File: src/rtl/vga_sync_rx_pkg.sv
// Shared VGA timing constants, lock-FSM encoding and small arithmetic helpers
// for the VGA receive path.
package vga_sync_rx_pkg;

  localparam int unsigned X_W         = 10;
  localparam int unsigned LEN_W       = 11;

  localparam int unsigned H_TOTAL     = 800;
  localparam int unsigned V_TOTAL     = 525;
  localparam int unsigned H_SYNC      = 96;
  localparam int unsigned V_SYNC      = 2;
  localparam int unsigned H_ACT_START = 144;
  localparam int unsigned H_ACT_END   = 784;
  localparam int unsigned V_ACT_START = 35;
  localparam int unsigned V_ACT_END   = 515;
  localparam int unsigned LOCK_LINES  = 4;

  typedef enum logic [1:0] {
    ST_UNLOCKED = 2'd0,
    ST_HLOCK    = 2'd1,
    ST_VSEEN    = 2'd2,
    ST_LOCKED   = 2'd3
  } lock_state_e;

  // Counters stick at all-ones instead of wrapping so a dead sync never aliases.
  function automatic logic [X_W-1:0] sat_inc(input logic [X_W-1:0] v);
    return (v == 10'd1023) ? v : v + 10'd1;
  endfunction

  function automatic logic [LEN_W-1:0] len_of(input logic [X_W-1:0] v);
    return {1'b0, v} + 11'd1;
  endfunction

endpackage

File: src/rtl/vga_sync_rx_if.sv
// VGA receive bus: raw timing inputs from the generator side and the
// recovered coordinates / lock status returned by the receiver.
interface vga_sync_rx_if;
  import vga_sync_rx_pkg::*;

  logic             VGA_CLK;
  logic             VGA_HS;
  logic             VGA_VS;
  logic [X_W-1:0]   x;
  logic [X_W-1:0]   y;
  logic             ativo;
  logic             locked;
  logic             frame_start;
  logic             sync_err;
  logic [LEN_W-1:0] line_len;

  modport master (
    output VGA_CLK, VGA_HS, VGA_VS,
    input  x, y, ativo, locked, frame_start, sync_err, line_len
  );

  modport slave (
    input  VGA_CLK, VGA_HS, VGA_VS,
    output x, y, ativo, locked, frame_start, sync_err, line_len
  );

endinterface

File: src/rtl/vga_sync_rx_sampler.sv
// Samples the pixel clock and sync lines as data in the system clock domain and
// produces single-cycle tick / sync-falling-edge strobes.
module vga_sync_rx_sampler (
  input  logic clk_i,
  input  logic rst_i,
  input  logic vga_clk_i,
  input  logic vga_hs_i,
  input  logic vga_vs_i,
  output logic tick_o,
  output logic hs_fall_o,
  output logic vs_fall_o
);

  logic clk_q;
  logic hs_q;
  logic vs_q;

  assign tick_o    = vga_clk_i & ~clk_q;
  // Sync levels are only compared against the previous pixel, not the previous system cycle.
  assign hs_fall_o = tick_o & ~vga_hs_i & hs_q;
  assign vs_fall_o = tick_o & ~vga_vs_i & vs_q;

  // Edge-detect history; syncs idle high so reset to 1 to avoid a false fall.
  always_ff @(posedge clk_i) begin
    if (rst_i) begin
      clk_q <= 1'b0;
      hs_q  <= 1'b1;
      vs_q  <= 1'b1;
    end else begin
      clk_q <= vga_clk_i;
      if (tick_o) begin
        hs_q <= vga_hs_i;
        vs_q <= vga_vs_i;
      end else begin
        hs_q <= hs_q;
        vs_q <= vs_q;
      end
    end
  end

endmodule

File: src/rtl/vga_sync_rx.sv
// VGA timing receiver: recovers x/y from HS/VS, measures line/frame lengths
// and runs the lock FSM (lines first, then two consistent frame boundaries).
module vga_sync_rx
  import vga_sync_rx_pkg::*;
#(
  parameter int unsigned P_H_TOTAL     = H_TOTAL,
  parameter int unsigned P_V_TOTAL     = V_TOTAL,
  parameter int unsigned P_H_ACT_START = H_ACT_START,
  parameter int unsigned P_H_ACT_END   = H_ACT_END,
  parameter int unsigned P_V_ACT_START = V_ACT_START,
  parameter int unsigned P_V_ACT_END   = V_ACT_END,
  parameter int unsigned P_LOCK_LINES  = LOCK_LINES
) (
  input logic          CLOCK_50,
  input logic          reset,
  vga_sync_rx_if.slave vga
);

  logic tick_s;
  logic hs_fall_s;
  logic vs_fall_s;

  vga_sync_rx_sampler u_sampler (
    .clk_i     (CLOCK_50),
    .rst_i     (reset),
    .vga_clk_i (vga.VGA_CLK),
    .vga_hs_i  (vga.VGA_HS),
    .vga_vs_i  (vga.VGA_VS),
    .tick_o    (tick_s),
    .hs_fall_o (hs_fall_s),
    .vs_fall_o (vs_fall_s)
  );

  logic [X_W-1:0]   x_q, x_d;
  logic [X_W-1:0]   y_q, y_d;
  logic [LEN_W-1:0] line_len_q, line_len_d;
  logic [LEN_W-1:0] frame_len_q, frame_len_d;
  logic             vs_pend_q, vs_pend_d;
  logic [7:0]       good_cnt_q, good_cnt_d;
  lock_state_e      state_q, state_d;
  logic             locked_q;
  logic             frame_start_q, frame_start_d;
  logic             sync_err_q, sync_err_d;

  logic [LEN_W-1:0] x_len_s;
  logic             good_s;
  logic             timeout_s;
  logic             bad_s;
  logic             boundary_s;

  assign x_len_s    = len_of(x_q);
  assign good_s     = hs_fall_s & (x_len_s == 11'(P_H_TOTAL));
  // Timeout fires only on the tick that lands on 1023, so it is reported once.
  assign timeout_s  = tick_s & ~hs_fall_s & (x_q == 10'd1022);
  assign bad_s      = (hs_fall_s & ~good_s) | timeout_s;
  // A VS fall mid-line is held in vs_pend and committed at the next HS fall.
  assign boundary_s = hs_fall_s & (vs_pend_q | vs_fall_s);

  // Coordinate counters, measured lengths and pending-VS flag.
  always_comb begin
    x_d         = x_q;
    y_d         = y_q;
    line_len_d  = line_len_q;
    frame_len_d = frame_len_q;
    vs_pend_d   = vs_pend_q;
    if (tick_s) begin
      if (hs_fall_s) begin
        x_d        = 10'd0;
        line_len_d = x_len_s;
        if (boundary_s) begin
          y_d         = 10'd0;
          frame_len_d = len_of(y_q);
          vs_pend_d   = 1'b0;
        end else begin
          y_d = sat_inc(y_q);
        end
      end else begin
        x_d       = sat_inc(x_q);
        vs_pend_d = vs_pend_q | vs_fall_s;
      end
    end else begin
      x_d = x_q;
    end
  end

  // Lock FSM next state and the single-cycle status pulses.
  always_comb begin
    state_d       = state_q;
    good_cnt_d    = good_cnt_q;
    frame_start_d = 1'b0;
    sync_err_d    = 1'b0;
    if (tick_s) begin
      case (state_q)
        ST_UNLOCKED: begin
          if (bad_s) begin
            good_cnt_d = 8'd0;
          end else if (good_s) begin
            if ((good_cnt_q + 8'd1) >= 8'(P_LOCK_LINES)) begin
              state_d    = ST_HLOCK;
              good_cnt_d = 8'd0;
            end else begin
              good_cnt_d = good_cnt_q + 8'd1;
            end
          end else begin
            good_cnt_d = good_cnt_q;
          end
        end
        ST_HLOCK: begin
          if (bad_s) begin
            state_d    = ST_UNLOCKED;
            good_cnt_d = 8'd0;
          end else if (boundary_s) begin
            state_d = ST_VSEEN;
          end else begin
            state_d = ST_HLOCK;
          end
        end
        ST_VSEEN: begin
          if (bad_s) begin
            state_d    = ST_UNLOCKED;
            good_cnt_d = 8'd0;
          end else if (boundary_s) begin
            if (frame_len_d == 11'(P_V_TOTAL)) begin
              state_d = ST_LOCKED;
            end else begin
              state_d    = ST_UNLOCKED;
              good_cnt_d = 8'd0;
            end
          end else begin
            state_d = ST_VSEEN;
          end
        end
        ST_LOCKED: begin
          if (bad_s || (boundary_s && (frame_len_d != 11'(P_V_TOTAL)))) begin
            state_d    = ST_UNLOCKED;
            good_cnt_d = 8'd0;
            sync_err_d = 1'b1;
          end else if (boundary_s) begin
            frame_start_d = 1'b1;
          end else begin
            state_d = ST_LOCKED;
          end
        end
        default: begin
          state_d    = ST_UNLOCKED;
          good_cnt_d = 8'd0;
        end
      endcase
    end else begin
      state_d = state_q;
    end
  end

  // State and output registers; reset overrides any tick in the same cycle.
  always_ff @(posedge CLOCK_50) begin
    if (reset) begin
      x_q           <= 10'd0;
      y_q           <= 10'd0;
      line_len_q    <= 11'd0;
      frame_len_q   <= 11'd0;
      vs_pend_q     <= 1'b0;
      good_cnt_q    <= 8'd0;
      state_q       <= ST_UNLOCKED;
      locked_q      <= 1'b0;
      frame_start_q <= 1'b0;
      sync_err_q    <= 1'b0;
    end else begin
      x_q           <= x_d;
      y_q           <= y_d;
      line_len_q    <= line_len_d;
      frame_len_q   <= frame_len_d;
      vs_pend_q     <= vs_pend_d;
      good_cnt_q    <= good_cnt_d;
      state_q       <= state_d;
      locked_q      <= (state_d == ST_LOCKED);
      frame_start_q <= frame_start_d;
      sync_err_q    <= sync_err_d;
    end
  end

  assign vga.x           = x_q;
  assign vga.y           = y_q;
  assign vga.line_len    = line_len_q;
  assign vga.locked      = locked_q;
  assign vga.frame_start = frame_start_q;
  assign vga.sync_err    = sync_err_q;
  assign vga.ativo       = locked_q
                         & (x_q >= 10'(P_H_ACT_START)) & (x_q < 10'(P_H_ACT_END))
                         & (y_q >= 10'(P_V_ACT_START)) & (y_q < 10'(P_V_ACT_END));

endmodule

File: src/flat_wrapper.sv
// flat-port wrapper written by rule: the top's interface ports become plain ports
module vga_sync_rx_flat import vga_sync_rx_pkg::*;
#(
  parameter int unsigned P_H_TOTAL     = H_TOTAL,
  parameter int unsigned P_V_TOTAL     = V_TOTAL,
  parameter int unsigned P_H_ACT_START = H_ACT_START,
  parameter int unsigned P_H_ACT_END   = H_ACT_END,
  parameter int unsigned P_V_ACT_START = V_ACT_START,
  parameter int unsigned P_V_ACT_END   = V_ACT_END,
  parameter int unsigned P_LOCK_LINES  = LOCK_LINES
)
  (CLOCK_50, reset, vga_VGA_CLK, vga_VGA_HS, vga_VGA_VS, vga_x, vga_y, vga_ativo, vga_locked, vga_frame_start, vga_sync_err, vga_line_len);
  vga_sync_rx_if vga_i ();
  input logic CLOCK_50;
  input logic reset;
  input wire logic [$bits(vga_i.VGA_CLK)-1:0] vga_VGA_CLK;
  input wire logic [$bits(vga_i.VGA_HS)-1:0] vga_VGA_HS;
  input wire logic [$bits(vga_i.VGA_VS)-1:0] vga_VGA_VS;
  output wire logic [$bits(vga_i.x)-1:0] vga_x;
  output wire logic [$bits(vga_i.y)-1:0] vga_y;
  output wire logic [$bits(vga_i.ativo)-1:0] vga_ativo;
  output wire logic [$bits(vga_i.locked)-1:0] vga_locked;
  output wire logic [$bits(vga_i.frame_start)-1:0] vga_frame_start;
  output wire logic [$bits(vga_i.sync_err)-1:0] vga_sync_err;
  output wire logic [$bits(vga_i.line_len)-1:0] vga_line_len;
  assign vga_i.VGA_CLK = vga_VGA_CLK;
  assign vga_i.VGA_HS = vga_VGA_HS;
  assign vga_i.VGA_VS = vga_VGA_VS;
  assign vga_x = vga_i.x;
  assign vga_y = vga_i.y;
  assign vga_ativo = vga_i.ativo;
  assign vga_locked = vga_i.locked;
  assign vga_frame_start = vga_i.frame_start;
  assign vga_sync_err = vga_i.sync_err;
  assign vga_line_len = vga_i.line_len;
  vga_sync_rx #(.P_H_TOTAL(P_H_TOTAL), .P_V_TOTAL(P_V_TOTAL), .P_H_ACT_START(P_H_ACT_START), .P_H_ACT_END(P_H_ACT_END), .P_V_ACT_START(P_V_ACT_START), .P_V_ACT_END(P_V_ACT_END), .P_LOCK_LINES(P_LOCK_LINES)) u_core (.CLOCK_50(CLOCK_50), .reset(reset), .vga(vga_i));
endmodule
File: config.mk
export PLATFORM = sky130hd
export DESIGN_NAME = vga_sync_rx_flat
export DESIGN_NICKNAME = d
export VERILOG_FILES = /design/src/rtl/vga_sync_rx_pkg.sv /design/src/rtl/vga_sync_rx_if.sv /design/src/rtl/vga_sync_rx_sampler.sv /design/src/rtl/vga_sync_rx.sv /design/src/flat_wrapper.sv
export SDC_FILE = /design/constraint.sdc
export NUM_CORES = 1
export LEC_CHECK = 0
export BUFFER_PORTS_ARGS = -buffer_cell sky130_fd_sc_hd__buf_2
export CAP_MARGIN = 30
export CORE_MARGIN = 2
export CORE_UTILIZATION = 55
export CTS_BUF_LIST = sky130_fd_sc_hd__clkbuf_8
export CTS_CLUSTER_DIAMETER = 40
export CTS_CLUSTER_SIZE = 12
export DETAILED_ROUTE_END_ITERATION = 7
export PLACE_DENSITY = 0.76
export SETUP_SLACK_MARGIN = 0.4
export SYNTH_ARGS = -nofsm -noshare
export SYNTH_HDL_FRONTEND = slang
export SYNTH_SLANG_ARGS = --single-unit
File: constraint.sdc
create_clock -name CLOCK_50 -period 3.3 [get_ports CLOCK_50]
set_input_delay 0.99 -clock CLOCK_50 [delete_from_list [all_inputs] [get_ports CLOCK_50]]
set_output_delay 0.99 -clock CLOCK_50 [all_outputs]
set_load 0.01 [all_outputs]
==> results of run 1 <==
-- kinds of logic after synthesis --
group | synth area share
flops | 0.379
fa+ha+maj | 0.0281
xor+xnor | 0.0590
compound gates | 0.158
simple gates | 0.319
buf+inv | 0.0437
mux | 0.0128
-- power by group through the flow --
stage	combinational (W)	sequential (W)	clock (W)
floorplan	0.0000863	0.000766	0
global placement	0.000128	0.000762	0
detailed placement	0.000131	0.000762	0
CTS	0.000132	0.000748	0.000641
global route	0.000148	0.000750	0.000672
finish	0.000134	0.000748	0.000625
-- metal layers --
metal / wire length [um] / share of wire / up-vias / GRT usage
li1: - / - / 1410 / -
met1: 3550 / 0.49 / 1288 / 0.332
met2: 3290 / 0.45 / 65 / 0.375
met3: 329 / 0.045 / 8 / 0.0466
met4: 106 / 0.015 / 0 / 0.121
met5: 0 / 0 / - / 0
-- final timing paths --
path / startpoint / end
max: u_core.vga.y[1] / vga_ativo
min: u_core.frame_len_q[1] / u_core.frame_len_q[1]
max reg2reg: u_core.vga.x[1] / u_core.vga.locked
min reg2reg: u_core.frame_len_q[1] / u_core.frame_len_q[1]
-- flip-flops by register name (all words and copies together), names as in the netlist, 2 cells and up --
register,cells
u_core.vga.y,10
u_core.vga.line_len,11
u_core.frame_len_q,11
u_core.good_cnt_q,8
u_core.vga.x,10
u_core.state_q,2
-- timing repair --
item                                    4_1_cts  5_1_grt
endpoints found under the setup margin        1       10
pin swaps                                     1        1
gates resized for setup                       5        3
-- per-stage QoR --
stage / hold slack, ns / total power (W)
2_1_floorplan: 0.431 / 0.000853
3_3_place_gp: 0.438 / 0.000890
3_5_place_dp: 0.444 / 0.000893
4_1_cts: 0.452 / 0.00152
5_1_grt: 0.481 / 0.00157
6_report: 0.448 / 0.00151
-- cells in the mapped netlist, types with 2 or more instances --
cell type	count	share of area
nor4_1	5	0.010
o31ai_1	2	0.0048
clkbuf_2	2	0.0032
a211oi_1	11	0.026
nand3b_1	4	0.0096
nand3_1	13	0.021
and3b_1	7	0.020
and3_1	2	0.0040
nor3b_1	3	0.0072
or4_1	3	0.0072
mux2i_1	4	0.013
a21boi_0	2	0.0048
ha_1	7	0.028
o21a_1	3	0.0072
buf_2	8	0.013
buf_4	2	0.0048
a31oi_1	3	0.0060
a21oi_1	20	0.032
o21ai_0	10	0.016
nor3_1	20	0.032
or3_1	3	0.0060
dfxtp_1	59	0.38
nor2b_1	3	0.0060
o211ai_1	2	0.0048
inv_1	4	0.0048
nor2_1	61	0.073
nand4_1	9	0.018
xnor2_1	8	0.022
xor2_1	13	0.037
clkbuf_1	14	0.017
nand2_1	32	0.039
nand2b_1	8	0.016
nor4_2	2	0.0080
nand4b_1	2	0.0056
-- area by class of cell --
class | instances | share of cell area
inverter | 4 | 0.00420
timing repair buffer | 47 | 0.0725
multi-input combinational | 290 | 0.514
tap | 72 | 0.0252
clock inverter | 6 | 0.0140
clock buffer | 10 | 0.0385
sequential | 59 | 0.331
-- worst max-delay path, stage by stage, from the launching register on --
cell and delay [ns]:
dfxtp_1 0.36, ha_4 0.21, nor4_4 0.25, nand2b_1 0.14, a21oi_1 0.07, a41oi_2 0.26
nor2_1 0.07, buf_2 0.14
==> metrics.log, run 1 <==
[metrics] proportion of synthesized flip-flops having asynchronous set or reset: 0
[metrics] Main synth FF type: dfxtp_1
[metrics] number of buffers inserted by post-CTS setup repair: 0
[metrics] GPL Wtd Cong: 0.963
[metrics] Slew Viols, Final: 0
[metrics] combined global-route utilization of all metal layers: 0.245
[metrics] number of instances in the synthesized netlist: 380
[metrics] max cap viols: 0
[metrics] unrepaired setup endpoints after global routing: no
[metrics] critical path class: reg2out
[metrics] Period minus WS final: 2.83 ns
[metrics] Port Buf Inserts: 39
[metrics] final routed wire length divided by cell count: 14.9 um
[metrics] sequential group share of total power: 0.497
[metrics] number of antenna violations at the first check in global routing: 0
[metrics] number of nets in the finished design: 423
[metrics] H-tree depth reported by CTS: 3
[metrics] Longest Clk Path Bufs: 2
[metrics] number of warning messages in the yosys log: 0
[metrics] final core occ: 0.648
[metrics] Avg Cell Area, Syn: 8.21 um2
[metrics] commonest non-fill, non-tap cell in the layout: nor2_1
[metrics] type of destination of the critical path: primary output
[metrics] library cells used by synthesis: 63
[metrics] worst vdd rail ir drop: 0.303 mV
[metrics] most frequent cells in the layout: 61 x nor2_1, 58 x dfxtp_1, 39 x buf_2
[metrics] minimum setup slack after placement: 0.160 ns
[metrics] clk sinks: 59
[metrics] worst reg2reg setup slack: 0.54 ns
[metrics] Reg2Reg Depth: 8
[metrics] area of the multi-input gates: 0.00184 mm2
[metrics] synthesis-to-layout area growth: 14.5%
[metrics] floorplan die area: 0.00629 mm2
[metrics] total negative setup slack: 0 ns
[metrics] mean number of vias per cell: 5.68
[metrics] outcome: finished, final reports clean
[metrics] largest net degree at the start of global routing: 50
[metrics] Worst Max-Slew Pin Slew: 0.834 ns
[metrics] post-route cell area: 0.00357 mm2
[metrics] setup ws final: 0.475 ns
[metrics] CTS tree: built
[metrics] drt initial violations: 192
[metrics] fraction of layout instances using a drive strength above 1: 0.192
[metrics] fmax: 354 MHz
[metrics] die height: 79.3 um
[metrics] IO Pins: 40
[metrics] leakage power summed over all cells: 1.41 nW
[metrics] Site Rows: 27
[metrics] setup violation total in the final timing report: 0
[metrics] Final Instance Count excl. Fillers: 488
[metrics] diode count: 0
[metrics] clock skew after layout: 0.00609 ns
[metrics] number of fill cells in the layout: 467
[metrics] Internal Dissipation: 0.00114 W
[metrics] combinational share of power: 0.089
[metrics] Rel. slew slack: 0.444
[metrics] half-perimeter wire length after placement: 5040 um
[metrics] area of the core: 0.00551 mm2
[metrics] worst-path maximum fanout: 6
[metrics] die extent in x: 79.3 um
[metrics] first-pass GRT wire length: 12100 um
[metrics] worst path required time: 2.31 ns
[metrics] number of remaining DRC errors: 0
[metrics] iteration count of the initial detailed-routing pass: 4
[metrics] number of enable-type register cells in the synthesized netlist: 0
[metrics] storage element area: 0.00118 mm2
[metrics] instance area at placement: 0.00334 mm2
[metrics] total standard cell area after synthesis: 0.00312 mm2
[metrics] fin crit share: 0.856
[metrics] path category of the worst min-delay check: reg2reg
[metrics] Placed Cells: 472
[metrics] clock buffer count from CTS: 9
[metrics] switching power summed over all nets: 0.000364 W
[metrics] critical path launch point type: flop
[metrics] sequential fraction of the synthesis area: 0.379
[metrics] Clock power frac: 0.415
[metrics] via count: 2771
[metrics] switching portion of total power: 0.241
[metrics] total wire length after detailed routing: 7280 um
[metrics] Synthesized Nets: 392
[metrics] power per cell area: 422 mW/mm2
[metrics] GR Overflow Total: 0
[metrics] Root Buffer Master: clkbuf_8
[metrics] total of hold buffers inserted after clock tree synthesis: 0
[metrics] via count of the first global-routing pass: 2498
[metrics] post-route ant nets: 0
[metrics] CTS clk-pin slew, worst paths: 0.06 ns
[metrics] hold violation total from the final report: 0
[metrics] Crit path arrival time: 1.84 ns
[metrics] flip-flop and latch count after synthesis: 59
[metrics] number of cells on the worst hold path: 2
[metrics] Clk Latency, worst-skew pair: 0.33 ns
[metrics] initial standard-cell utilization of the core: 0.566
No activity file was read; power rests on OpenSTA's default activity.
==> run 2: changes to the inputs <==
- CORE_UTILIZATION: 55 -> 40
- HOLD_SLACK_MARGIN: unset -> 0.02
- PLACE_DENSITY: 0.76 -> unset
==> metrics.log, run 2 (synthesized netlist as in run 1, its figures left out) <==
[metrics] Longest Clk Path Bufs: 2 (unchanged)
[metrics] GPL Wtd Cong: 0.811 (-16%)
[metrics] worst path required time: 3.56 ns (+1.25 ns)
[metrics] diode count: 0 (unchanged)
[metrics] total of hold buffers inserted after clock tree synthesis: 0 (unchanged)
[metrics] Crit path arrival time: 3.05 ns (+1.21 ns)
[metrics] number of antenna violations at the first check in global routing: 0 (unchanged)
[metrics] number of nets in the finished design: 422 (-0.24%)
[metrics] worst hold slack: 0.456 ns (+0.00872 ns)
[metrics] Slew Viols, Final: 0 (unchanged)
[metrics] commonest non-fill, non-tap cell in the layout: nor2_1
[metrics] Port Buf Inserts: 39 (unchanged)
[metrics] final routed wire length divided by cell count: 14.5 um (-2.5%)
[metrics] outcome: finished, final reports clean
[metrics] drt initial violations: 142 (-26%)
[metrics] number of buffers inserted by post-CTS setup repair: 0 (unchanged)
[metrics] via count of the first global-routing pass: 2605 (+4.3%)
[metrics] setup violation total in the final timing report: 0 (unchanged)
[metrics] synthesis-to-layout area growth: 15.9%
[metrics] die extent in x: 92.3 um (+16%)
[metrics] number of fill cells in the layout: 743 (+59%)
[metrics] largest net degree at the start of global routing: 50 (unchanged)
[metrics] Worst Max-Slew Pin Slew: 0.828 ns (-0.00572 ns)
[metrics] Clk Latency, worst-skew pair: 0.33 ns (about the same)
[metrics] die height: 92.3 um (+16%)
[metrics] clock buffer count from CTS: 9 (unchanged)
[metrics] Period minus WS final: 2.79 ns (-0.0329 ns)
[metrics] hold violation total from the final report: 0 (unchanged)
[metrics] clk sinks: 59 (unchanged)
[metrics] half-perimeter wire length after placement: 5330 um (+5.8%)
[metrics] CTS tree: built
[metrics] area of the core: 0.00765 mm2 (+39%)
[metrics] CTS clk-pin slew, worst paths: 0.07 ns (about the same)
[metrics] post-route ant nets: 0 (unchanged)
[metrics] Rel. slew slack: 0.448 (+0.00381)
[metrics] clock skew after layout: 0.0114 ns (+0.00526 ns)
[metrics] Root Buffer Master: clkbuf_8
[metrics] fraction of layout instances using a drive strength above 1: 0.210 (+0.0173)
[metrics] total negative setup slack: 0 ns (unchanged)
[metrics] most frequent cells in the layout: 61 x nor2_1, 56 x dfxtp_1, 39 x buf_2
[metrics] total wire length after detailed routing: 7520 um (+3.3%)
[metrics] path category of the worst min-delay check: reg2reg
[metrics] fmax: 358 MHz (+1.2%)
[metrics] Site Rows: 32 (+19%)
[metrics] first-pass GRT wire length: 12700 um (+5.6%)
[metrics] unrepaired setup endpoints after global routing: no
[metrics] critical path class: in2reg
[metrics] type of destination of the critical path: flop
[metrics] H-tree depth reported by CTS: 3 (unchanged)
[metrics] initial standard-cell utilization of the core: 0.408 (-0.159)
[metrics] fin crit share: 0.846 (-0.00996)
[metrics] number of remaining DRC errors: 0 (unchanged)
[metrics] iteration count of the initial detailed-routing pass: 4 (unchanged)
[metrics] via count: 2800 (+1.0%)
[metrics] max cap viols: 0 (unchanged)
[metrics] combined global-route utilization of all metal layers: 0.187 (-0.0580)
[metrics] worst-path maximum fanout: 22 (+16)
[metrics] mean number of vias per cell: 5.42 (-4.6%)
[metrics] GR Overflow Total: 0 (unchanged)
[metrics] IO Pins: 40 (unchanged)
[metrics] leakage power summed over all cells: 1.38 nW (-1.8%)
[metrics] worst vdd rail ir drop: 0.228 mV (-25%)
[metrics] total power draw: 0.00148 W (-1.9%)
[metrics] critical path launch point type: input pin
[metrics] floorplan die area: 0.00852 mm2 (+35%)
[metrics] power per cell area: 409 mW/mm2 (-3.0%)
## run 2: changes by cell type in the layout (fill, tap and decap cells not counted), moves of 2 or more
cell | previous run | this run
dfxtp_2 | 1 | 3
dfxtp_1 | 58 | 56
clkinvlp_4 | 0 | 2
inv_1 | 8 | 5
## run 2: worst paths after layout
| kind | slack, ns | startpoint | end | cells after the start |
|---|---|---|---|---|
| setup / recovery | 0.51 | vga_VGA_HS | u_core.vga.locked | 9 |
| hold / removal | 0.46 | u_core.frame_len_q[10] | u_core.frame_len_q[10] | 2 |
| setup reg to reg | 0.57 | u_core.vga.x[1] | u_core.vga.locked | 8 |
| hold reg to reg | 0.46 | u_core.frame_len_q[10] | u_core.frame_len_q[10] | 2 |
## run 2: metal layers
layer / up-vias / GRT usage / part of all wire
li1: 1405 / - / -
met5: - / 0 / 0
met3: 10 / 0.0399 / 0.046
met1: 1327 / 0.255 / 0.48
met2: 58 / 0.291 / 0.45
met4: 0 / 0.0734 / 0.015
## run 2: through the flow
| stage | setup slack (ns) | area (um2) | util | instances |
|---|---|---|---|---|
| floorplan | 0.432 | 3120 | - | 380 |
| finish | 0.508 | 3610 | 0.472 | 517 |
| CTS | 0.454 | 3590 | 0.469 | 517 |
| detailed placement | 0.145 | 3370 | 0.441 | 501 |
| global route | 0.416 | 3610 | 0.472 | 517 |
| global placement | 0.228 | 3370 | 0.441 | 501 |
## run 2: final cells by class
cell class / instances / area (um2) / share of cell area
tap: 102 / 128 / 0.0353
multi-input combinational: 290 / 1850 / 0.513
sequential: 59 / 1180 / 0.328
timing repair buffer: 46 / 251 / 0.0696
clock inverter: 5 / 28.8 / 0.00797
inverter: 4 / 15.0 / 0.00416
clock buffer: 11 / 151 / 0.0419
## run 2: power by group
part | switching [W] | leakage (nW) | total (W) | internal (W)
Combinational | 0.0000817 | 0.811 | 0.000135 | 0.0000532
Clock | 0.000288 | 0.0925 | 0.000595 | 0.000308
Sequential | 0.0000156 | 0.480 | 0.000748 | 0.000733
## run 2: timing repair
item                                   4_1_cts  5_1_grt
endpoints found under the hold margin        0        0
setup endpoints to repair                    1       11
pin swaps                                    1        1
gates resized for setup                      6        8
## run 2: critical path, stage by stage
cell and delay [ns]:
buf_2 0.11, and4bb_2 0.36, buf_6 0.21, nand3_1 0.10
a21oi_1 0.23, o211ai_2 0.19, and2_4 0.23, or4b_4 0.49
a22oi_2 0.12
==> run 3: changes to the inputs <==
- clock period: 3.3 -> 2.35 ns (I/O delays scaled with it)
==> metrics.log, run 3 (synthesized netlist as in run 1, its figures left out) <==
[metrics] number of fill cells in the layout: 687 (-7.5%)
[metrics] power per cell area: 492 mW/mm2 (+20%)
[metrics] fmax: 404 MHz
[metrics] CTS tree: built
[metrics] fin crit share: 1.05
[metrics] initial standard-cell utilization of the core: 0.408 (unchanged)
[metrics] switching portion of total power: 0.243 (-0.0172)
[metrics] setup ws final: -0.124 ns (-0.631 ns)
[metrics] die extent in x: 92.3 um (unchanged)
[metrics] final routed wire length divided by cell count: 14.5 um (-0.38%)
[metrics] Placed Cells: 559 (+12%)
[metrics] sequential group share of total power: 0.471 (-0.035)
[metrics] area of the core: 0.00765 mm2 (unchanged)
[metrics] minimum setup slack after placement: -0.449 ns (-0.594 ns)
[metrics] mean number of vias per cell: 5.31 (-2.0%)
[metrics] most frequent cells in the layout: 78 x buf_4, 58 x nor2_1, 47 x dfxtp_1
[metrics] CTS clk-pin slew, worst paths: 0.07 ns (about the same)
[metrics] largest net degree at the start of global routing: 31 (-38%)
[metrics] outcome: complete, but fails checks
[metrics] total of hold buffers inserted after clock tree synthesis: 0 (unchanged)
[metrics] max cap viols: 0 (unchanged)
[metrics] Internal Dissipation: 0.00169 W (+54%)
[metrics] worst-path maximum fanout: 4 (-82%)
[metrics] GPL Wtd Cong: 0.865 (+6.6%)
[metrics] Rel. slew slack: 0.656 (+0.208)
[metrics] clk sinks: 59 (unchanged)
[metrics] switching power summed over all nets: 0.000542 W (+41%)
[metrics] fraction of layout instances using a drive strength above 1: 0.409 (+0.200)
[metrics] iteration count of the initial detailed-routing pass: 5 (+1)
[metrics] launch instance of the worst register-to-register path: u_core.vga.y[0]
[metrics] hold violation total from the final report: 0 (unchanged)
[metrics] floorplan die area: 0.00852 mm2 (unchanged)
[metrics] leakage power summed over all cells: 1.88 nW (+36%)
[metrics] commonest non-fill, non-tap cell in the layout: buf_4
[metrics] setup violation total in the final timing report: 1 (+1)
[metrics] IO Pins: 40 (unchanged)
[metrics] path category of the worst min-delay check: reg2reg
[metrics] unrepaired setup endpoints after global routing: yes
[metrics] half-perimeter wire length after placement: 5980 um (+12%)
[metrics] Period minus WS final: 2.47 ns
[metrics] drt initial violations: 96 (-32%)
[metrics] Root Buffer Master: clkbuf_8
[metrics] Longest Clk Path Bufs: 2 (unchanged)
[metrics] Port Buf Inserts: 39 (unchanged)
[metrics] GR Overflow Total: 0 (unchanged)
[metrics] Clock power frac: 0.411 (+0.008)
[metrics] number of antenna violations at the first check in global routing: 0 (unchanged)
[metrics] via count: 3174 (+13%)
[metrics] worst path required time: 1.64 ns (-1.92 ns)
[metrics] combined global-route utilization of all metal layers: 0.209 (+0.0215)
[metrics] crit path launch: u_core.vga.y[2]
[metrics] Site Rows: 32 (unchanged)
[metrics] failing checks: setup timing
[metrics] Final Instance Count excl. Fillers: 598 (+16%)
[metrics] H-tree depth reported by CTS: 3 (unchanged)
[metrics] number of remaining DRC errors: 0 (unchanged)
[metrics] combinational share of power: 0.118 (+0.027)
[metrics] Clk Latency, worst-skew pair: 0.33 ns (about the same)
[metrics] clock skew after layout: 0.0122 ns (+0.000806 ns)
[metrics] worst vdd rail ir drop: 0.308 mV (+35%)
[metrics] total wire length after detailed routing: 8660 um (+15%)
[metrics] critical path class: reg2out
[metrics] first-pass GRT wire length: 14400 um (+13%)
[metrics] synthesis-to-layout area growth: 45.3%
[metrics] Crit path arrival time: 1.77 ns (-1.28 ns)
[metrics] post-route ant nets: 0 (unchanged)
[metrics] critical path launch point type: flop
[metrics] via count of the first global-routing pass: 3078 (+18%)
[metrics] diode count: 0 (unchanged)
[metrics] die height: 92.3 um (unchanged)
[metrics] Slew Viols, Final: 0 (unchanged)
[metrics] type of destination of the critical path: primary output
[metrics] Worst Max-Slew Pin Slew: 0.516 ns (-0.312 ns)
[metrics] number of nets in the finished design: 504 (+19%)
[metrics] launch point of the worst hold path: u_core.frame_len_q[1]
[metrics] clock buffer count from CTS: 9 (unchanged)
## run 3: cell count changes in the layout (fill, tap and decap cells not counted), sizes merged
cell      previous run  this run
bufinv               0         1
buf                 46       128
clkinvlp             2         0
clkinv               2         1
inv                  5         6
## run 3: layout make-up
class | count | area, um2 | share of cell area
multi-input cells | 290 | 2070 | 0.457
flip-flops and latches | 59 | 1210 | 0.266
repair buffers | 128 | 917 | 0.202
clock buffers | 11 | 151 | 0.0334
well taps | 102 | 128 | 0.0282
clock inverters | 4 | 42.5 | 0.00939
inverters | 4 | 15.0 | 0.00331
## run 3: power groups by stage
stage	Sequential, W	Combinational, W	Clock (W)
6_report	0.00105	0.000264	0.000915
5_1_grt	0.00105	0.000289	0.000978
4_1_cts	0.00105	0.000253	0.000929
3_5_place_dp	0.00107	0.000227	0
3_3_place_gp	0.00107	0.000223	0
2_1_floorplan	0.00108	0.000130	0
## run 3: worst max-delay path: stages, from the launching register on
cell and delay [ns]:
dfxtp_2 0.33, buf_6 0.12, nor4_4 0.32, nand2b_4 0.19, a21oi_4 0.05, a41oi_2 0.21
nor2_1 0.06, buf_2 0.15
## run 3: metrics by stage
stage | instance area [um2] | TNS [ns] | utilization | total power (W) | hold WS (ns)
after floorplan | 3180 | -0.572 | - | 0.00121 | 0.431
after global placement | 3850 | -3.51 | 0.504 | 0.00129 | 0.440
after detailed placement | 3850 | -4.36 | 0.504 | 0.00130 | 0.442
after CTS | 4380 | -0.0694 | 0.572 | 0.00223 | 0.450
after global routing | 4530 | -0.427 | 0.592 | 0.00232 | 0.497
final | 4530 | -0.124 | 0.592 | 0.00223 | 0.463
## run 3: path summary, 6_finish.rpt
path	end	slack, ns	cells after the start
worst min register to register	u_core.frame_len_q[1]	0.46	2
worst max-delay path	vga_ativo	-0.12	7
worst min-delay path	u_core.frame_len_q[1]	0.46	2
worst max register to register	u_core.vga.locked	0.03	10
## run 3: metal layers
| layer | up-vias | GRT usage | part of all wire |
|---|---|---|---|
| met5 | - | 0 | 0 |
| met4 | 0 | 0.0697 | 0.0089 |
| met3 | 9 | 0.0334 | 0.032 |
| met2 | 60 | 0.343 | 0.48 |
| met1 | 1533 | 0.281 | 0.47 |
| li1 | 1572 | - | - |
## run 3: repair_timing
action / CTS / global route
resized for setup: 51 / 21
buffers inserted: 15 / 9
pin swaps: 24 / 16
endpoints found under the setup margin: 15 / 21
endpoints found under the hold margin: 0 / 0
